$ cat config.mk
export PLATFORM = sky130hd
export DESIGN_NAME = instruction_fetch_unit
export DESIGN_NICKNAME = d
export VERILOG_FILES = /design/src/rtl/instruction_fetch_unit_pkg.sv /design/src/rtl/instruction_fetch_unit_program_counter.sv /design/src/rtl/instruction_fetch_unit.sv
export SDC_FILE = /design/constraint.sdc
export NUM_CORES = 1
export LEC_CHECK = 0
export ABC_AREA = 1
export CAP_MARGIN = 10
export CELL_PAD_IN_SITES_DETAIL_PLACEMENT = 1
export CELL_PAD_IN_SITES_GLOBAL_PLACEMENT = 2
export CORE_MARGIN = 3
export CORE_UTILIZATION = 29
export CTS_CLUSTER_DIAMETER = 40
export DETAILED_ROUTE_END_ITERATION = 10
export PLACE_DENSITY_LB_ADDON = 0.1
export RECOVER_POWER = 25
export SLEW_MARGIN = 20
export SYNTH_ARGS = -nofsm -noshare
export SYNTH_HDL_FRONTEND = slang
export SYNTH_SLANG_ARGS = --single-unit
$ cat constraint.sdc
create_clock -name Clk -period 5.9 [get_ports Clk]
set_input_delay 0.885 -clock Clk [delete_from_list [all_inputs] [get_ports Clk]]
set_output_delay 0.885 -clock Clk [all_outputs]
set_load 0.005 [all_outputs]
$ cat src/rtl/instruction_fetch_unit_pkg.sv
//----------------------------------------------------------------------------
// Module : instruction_fetch_unit_pkg
// Brief  : Shared constants, FSM encoding and helpers for the fetch unit.
// Rev    : 1.0  initial release
//----------------------------------------------------------------------------
`default_nettype none

package instruction_fetch_unit_pkg;

  localparam int          c_INSTR_W        = 32;
  localparam int          c_OPC_MSB        = 31;
  localparam int          c_OPC_LSB        = 26;
  localparam int          c_OPC_W          = c_OPC_MSB - c_OPC_LSB + 1;
  localparam logic [5:0]  c_BUBBLE_OPCODE  = 6'b111111;

  typedef enum logic [0:0] {
    FETCH = 1'b0,
    HOLD  = 1'b1
  } fetch_state_e;

  function automatic logic [31:0] word_align(input logic [31:0] addr);
    return {addr[31:2], 2'b00};
  endfunction

endpackage

`default_nettype wire

$ cat src/rtl/instruction_fetch_unit_program_counter.sv
//----------------------------------------------------------------------------
// Module : program_counter
// Brief  : PC register with +4 incrementer and word-aligned redirect mux.
// Rev    : 1.0  initial release
//----------------------------------------------------------------------------
`default_nettype none

module program_counter
  import instruction_fetch_unit_pkg::*;
#(
  parameter logic [31:0] RESET_PC = 32'h0000_0000
) (
  input  logic        Clk,
  input  logic        Rst,
  input  logic        advance,
  input  logic        redirect,
  input  logic [31:0] target,
  output logic [31:0] pc,
  output logic [31:0] pc_plus4
);

  logic [31:0] r_pc;
  logic [31:0] w_pc_plus4;
  logic [31:0] w_target_aligned;

  // Modulo-2^32 add: the top word wraps to zero without any flag.
  assign w_pc_plus4       = r_pc + 32'd4;
  assign w_target_aligned = word_align(target);

  always_ff @(posedge Clk or posedge Rst) begin
    if (Rst) begin
      r_pc <= word_align(RESET_PC);
    end else if (redirect) begin
      r_pc <= w_target_aligned;
    end else if (advance) begin
      r_pc <= w_pc_plus4;
    end
  end

  assign pc       = r_pc;
  assign pc_plus4 = w_pc_plus4;

endmodule

`default_nettype wire

$ cat src/rtl/instruction_fetch_unit.sv
//----------------------------------------------------------------------------
// Module : instruction_fetch_unit
// Brief  : PC, req/ack instruction fetch, one-entry skid buffer and IF/ID reg.
// Rev    : 1.0  initial release
//----------------------------------------------------------------------------
`default_nettype none

module instruction_fetch_unit
  import instruction_fetch_unit_pkg::*;
#(
  parameter logic [31:0] RESET_PC      = 32'h0000_0000,
  parameter logic [5:0]  BUBBLE_OPCODE = c_BUBBLE_OPCODE
) (
  input  logic        Clk,
  input  logic        Rst,
  output logic        IMemReq,
  output logic [31:0] IMemAddr,
  input  logic        IMemAck,
  input  logic [31:0] IMemData,
  input  logic        Stall,
  input  logic        BranchTaken,
  input  logic [31:0] BranchTarget,
  output logic [31:0] Instruction,
  output logic [5:0]  OpCode,
  output logic [31:0] PCPlus4,
  output logic        InstrValid
);

  fetch_state_e           r_state;
  logic [c_INSTR_W-1:0]   r_instr;
  logic [c_OPC_W-1:0]     r_opcode;
  logic [31:0]            r_pcplus4;
  logic                   r_valid;
  logic [c_INSTR_W-1:0]   r_skid;
  logic [31:0]            r_skid_pc4;

  logic [31:0]            w_pc;
  logic [31:0]            w_pc_plus4;
  logic                   w_ack;
  logic                   w_advance;

  // Ack only counts while a request is open; a branch drops it.
  assign w_ack     = IMemAck && (r_state == FETCH);
  assign w_advance = w_ack && !BranchTaken;

  program_counter #(
    .RESET_PC (RESET_PC)
  ) u_pc (
    .Clk      (Clk),
    .Rst      (Rst),
    .advance  (w_advance),
    .redirect (BranchTaken),
    .target   (BranchTarget),
    .pc       (w_pc),
    .pc_plus4 (w_pc_plus4)
  );

  assign IMemReq  = (r_state == FETCH);
  assign IMemAddr = w_pc;

  always_ff @(posedge Clk or posedge Rst) begin
    if (Rst) begin
      r_state    <= FETCH;
      r_instr    <= '0;
      r_opcode   <= BUBBLE_OPCODE;
      r_pcplus4  <= '0;
      r_valid    <= 1'b0;
      r_skid     <= '0;
      r_skid_pc4 <= '0;
    end else if (BranchTaken) begin
      // Redirect wins over stall and ack; any skid contents are simply abandoned.
      r_state  <= FETCH;
      r_valid  <= 1'b0;
      r_opcode <= BUBBLE_OPCODE;
    end else begin
      case (r_state)
        FETCH: begin
          if (w_ack && !Stall) begin
            r_instr   <= IMemData;
            r_opcode  <= IMemData[c_OPC_MSB:c_OPC_LSB];
            r_pcplus4 <= w_pc_plus4;
            r_valid   <= 1'b1;
          end else if (w_ack && Stall) begin
            r_skid     <= IMemData;
            r_skid_pc4 <= w_pc_plus4;
            r_state    <= HOLD;
          end else if (!Stall) begin
            r_valid  <= 1'b0;
            r_opcode <= BUBBLE_OPCODE;
          end
        end
        HOLD: begin
          if (!Stall) begin
            r_instr   <= r_skid;
            r_opcode  <= r_skid[c_OPC_MSB:c_OPC_LSB];
            r_pcplus4 <= r_skid_pc4;
            r_valid   <= 1'b1;
            r_state   <= FETCH;
          end
        end
        default: r_state <= FETCH;
      endcase
    end
  end

  assign Instruction = r_instr;
  assign OpCode      = r_opcode;
  assign PCPlus4     = r_pcplus4;
  assign InstrValid  = r_valid;

endmodule

`default_nettype wire
Word-level counts from Yosys, hierarchy flattened
Cells that the tools add are included.

operators by class
  $add $sub $neg = 1
  eq/ne operators = 5
  mux-type cells = 25
  bitwise gates (word level) = 3
  reductions and logical operators = 10

operator list
  operator                 count
  $mux W32                 6
  $pmux W32 S2             2
  $add A32 B3 Y32 const B  1
  $mux W6                  5
  $pmux W6 S2              1
  $mux W1                  9
  $reduce_and A3 Y1        2
  $logic_and A1 B1 Y1      4
  $ne A4 B2 Y1 const B     1
  $ne A4 B4 Y1 const B     1
  $pmux W1 S2              2
  $reduce_and A4 Y1        1
  $ne A3 B3 Y1 const B     1
  $not A1 Y1               3
  $logic_not A1 Y1         2
  $ne A2 B1 Y1 const B     1
  $ne A2 B2 Y1 const B     1
  $reduce_bool A2 Y1       1

word-level totals
  register bits after elaboration = 168
  input port bits = 69
  output and inout port bits = 104
  logic and storage cells = 52

Depth between registers and ports, before layout
  word-level depth = 7
  gate-level depth with buffers = 11

Hierarchy
Synthesis repeated with hierarchy kept, for this count alone.

second synthesis, totals
  cell total of the unflattened synthesis = 1,101
  area total of the unflattened synthesis = 8,254.2 sq um

modules (own cells, without submodules)
  module                  instances  cells each  area each (sq um)
  instruction_fetch_unit  1          788         5,969.5
  program_counter         1          313         2,284.7

Worst setup path after synthesis
No wires, ideal clock.

  kind = input-to-reg
  from = in IMemAck
  to = reg r_skid_pc4[9]
  setup time = 0.116 ns
  data arrival time = 1.782 ns
  data required time = 5.784 ns
  path slack = 4.001 ns
  cell stages on the path = 11
  path buffers = 2
  path through = inv_2 -> nor2_2 -> inv_2 -> nor2_4 -> inv_4 -> nor2_8 -> inv_2 -> buf_4 -> buf_6 -> nand2_1 -> nand2_1

on the way
  cells in the longest elaborated chain, start to end = 4
  elaborated cells between the ends (all ways) = 5

ends and longest elaborated chain
  item                                  RTL line                      RTL
  from (decl)                           instruction_fetch_unit.sv:18  input logic IMemAck,
  $logic_and A1 B1 Y1 *                 instruction_fetch_unit.sv:43  assign w_ack = IMemAck && (r_state == FETCH);
  $logic_and A1 B1 Y1                   instruction_fetch_unit.sv:78  if (w_ack && !Stall) begin
  $not A1 Y1 (no source line)           --
  $reduce_and A4 Y1 (no source line) *  --
  to (signal assigned)                  instruction_fetch_unit.sv:85  r_skid_pc4 <= w_pc_plus4;
  to (decl)                             instruction_fetch_unit.sv:35  logic [31:0] r_skid_pc4;

Mark *: on every way between the ends. The rest lies on a longest branch, timed or not.
A chain may end at the register's enable or synchronous reset.

Final worst setup path
  from = in BranchTaken
  to = reg r_skid_pc4[17]

on the way
  cells in the longest elaborated chain, start to end = 2

ends and longest elaborated chain
  item                                RTL line                      RTL
  from (decl)                         instruction_fetch_unit.sv:21  input logic BranchTaken,
  $not A1 Y1 (no source line)         --
  $reduce_and A4 Y1 (no source line)  --

Every way passes these cells.

==> results.yml <==
routing:
  totalWireLength_um: 25600
  dr.pass1.iters: 4
  wl_per_cell_um: 17.2
  vias_per_cell: 4.60
  via_count: 6843
  first_iter_violations: 368
  drc: 0
  antenna_left: 0
placement:
  place_inst: 1456
  post-place-ws_ns: 2.25
  hpwl_um: 16900
  port_buffers: 166
  place_congestion: 0.742
yosys:
  seq_area_frac_synth_pct: 52.3
  avgSynthCellArea_sq_um: 7.82
  synthCells: 993
  yosysWarningCount: 0
  synth_ff_type: "dfrtp_1"
  synthesis.area_sq_um: 7770
  ys_async_sr_fraction_pct: 100
  synth_cell_types: 35
  synth_edf_count: 0
  ys_seq_elements: 162
power:
  total_power_mw: 3.36
  p_per_area_nw_per_um2: 328
  leakage_nw: 4.72
  peakVddDrop_uv: 126
floorplan:
  die_h_um: 170
  ios: 173
  die-area_sq_um: 28800
  rows: 59
  core_area_sq_um: 26200
  initial_core_util_pct: 29.6
  die_x_um: 170
sta:
  rsz0062_at_grt: "false"
  slew_viol_final: 32
  worst_pin_slew_ns: 1.74
  tns_ns: 0
  period_minus_slack_ns: 3.96
  setup_viol: 0
  fin_worst_skew_ns: 0.0138
  fmax_ghz: 0.253
  fin_crit_sh_pct: 67.1
  slew_headroom_pct: -15.8
  hold_violations: 0
  timing.final.ws_setup_ns: 1.94
worst_setup_path:
  critical_path_class: "in2reg"
  crit_required_ns: 6.19
  start_kind: "primary input"
  crit_path_end_kind: "flip-flop"
  worstPathMaxFanout: 57
  arrival_ns: 4.24
clock_tree:
  clock_path_buffers: 2
  ctsResizeCount: 0
  hold_buffers: 0
  h-tree-depth: 4
  cts_tree: "yes"
  cts.clk_slew.worst_paths_ns: 0.07
  insertion_delay_ns: 0.43
  clock-sinks: 162
  cts_made_buffers: 17
  post_cts_buffers: 0
  root_buffer: "clkbuf_16"
final_layout:
  final_common_cell: "nand2_1"
  antenna_cells: 0
  fill_cells: 3151
  syn2layout_area_growth_pct: 32.1
  final_cells: 1488
  fin_nets: 1210
  drive_gt1_share_pct: 6.94
  final_cell_mix: "nand2_1 (395), dfrtp_1 (155), clkdlybuf4s50_1 (154), nor2_1 (109), inv_1 (59)"
global_route:
  grt_max_degree: 97
  antenna_found_initial: 0
  grt_overflow: 0
  grt_pass1_wl_um: 41400
  grtUsageTotal_pct: 18.3
  grt_pass1_vias: 7415
run:
  maxCapViolations: 1
outcome:
  violations: "capacitance limit, slew limit"
  status: "finished with violations"
min_path:
  hold_class: "reg2reg"
-- flip-flops by register name, indices dropped and copies added, names as in the netlist --
| name | count |
|---|---|
| InstrValid | 1 |
| Instruction | 32 |
| OpCode | 6 |
| PCPlus4 | 30 |
| r_skid | 32 |
| r_skid_pc4 | 30 |
| r_state | 1 |
| u_pc.pc | 30 |
-- Yosys cell counts, types with 2 or more instances --
| cell type | n | area share (%) |
|---|---|---|
| nand2_1 | 395 | 19 |
| dfrtp_1 | 156 | 50 |
| nor2_1 | 109 | 5.3 |
| inv_1 | 60 | 2.9 |
| nand3_1 | 44 | 2.8 |
| a21oi_1 | 36 | 2.3 |
| a31oi_1 | 32 | 2.6 |
| o21ai_1 | 32 | 2.1 |
| clkbuf_1 | 22 | 1.1 |
| buf_4 | 13 | 1.3 |
| o21ai_0 | 12 | 0.77 |
| o211ai_1 | 11 | 1.1 |
| buf_2 | 8 | 0.52 |
| nor2_2 | 8 | 0.64 |
| xor2_1 | 7 | 0.79 |
| a211oi_2 | 6 | 0.97 |
| dfstp_2 | 6 | 2.0 |
| inv_2 | 6 | 0.29 |
| and2_1 | 4 | 0.32 |
| nor2_4 | 4 | 0.58 |
| buf_1 | 3 | 0.14 |
| buf_6 | 3 | 0.43 |
| inv_4 | 2 | 0.16 |
| o21a_1 | 2 | 0.19 |
| o21ai_2 | 2 | 0.23 |
-- cell families (layout without fill, tap and decap cells) --
group | Yosys count | count (layout) | share of synthesized area [%]
xor gates and xnor gates | 7 | 7 | 0.789
adders and majority gates | 1 | 1 | 0.161
AOI/OAI and AO/OA | 137 | 137 | 10.6
and+or+nand+nor | 568 | 568 | 29.3
buffers and inverters | 117 | 274 | 6.76
DFF | 162 | 162 | 52.3
other | 1 | 4 | 0.0483
-- power by group --
part           internal (mW)  switching, mW  total (mW)
clock                  0.613          0.555        1.17
combinational          0.385          0.349       0.733
sequential              1.32          0.141        1.46
total                   2.32           1.04        3.36
-- per-layer routing --
metal	track usage, %	vias to the layer above	share of wire (%)
met2	31.1	125	47
met4	4.91	0	1.4
met3	3.35	21	4.0
li1	-	3429	-
met1	24.1	3268	47
met5	0	-	0
-- final timing paths --
check	start	end	depth (start not counted)	slack [ns]
worst max-delay path	BranchTaken	r_skid_pc4[17]	8	1.94
worst min-delay path	r_skid[23]	r_skid[23]	2	0.48
worst max register to register	r_state	r_skid_pc4[17]	8	3.01
worst min register to register	r_skid[23]	r_skid[23]	2	0.48
max in group asynchronous	Rst	r_skid_pc4[18]	3	3.65
min in group asynchronous	Rst	Instruction[27]	2	1.13
-- worst max-delay path, cell delays in order --
cell and delay (ns):
clkdlybuf4s50_1 0.39, clkbuf_1 0.68, nor2_4 0.91, inv_4 0.19, nor2_8 0.14, clkinv_2 0.65, nand2_1 0.28, o21ai_2 0.07
-- stage by stage --
| stage | instance area [sq um] | hold slack, ns | util, % |
|---|---|---|---|
| finish | 10300 | 0.475 | 39.2 |
| global route | 10300 | 0.501 | 39.2 |
| CTS | 10300 | 0.478 | 39.2 |
| detailed placement | 9660 | 0.458 | 36.9 |
| global placement | 9660 | 0.454 | 36.9 |
| floorplan | 7780 | 0.442 | - |
-- area by class of cell --
type	instances	area (sq um)	share of cell area [%]
flip-flops and latches	162	4060	39.6
multi-input cells	717	3190	31.1
repair buffers	174	1720	16.7
clock buffers	17	425	4.14
well taps	335	419	4.08
inverters	68	267	2.60
clock inverters	15	179	1.74
Note: power is estimated with default switching activity, not from simulation.
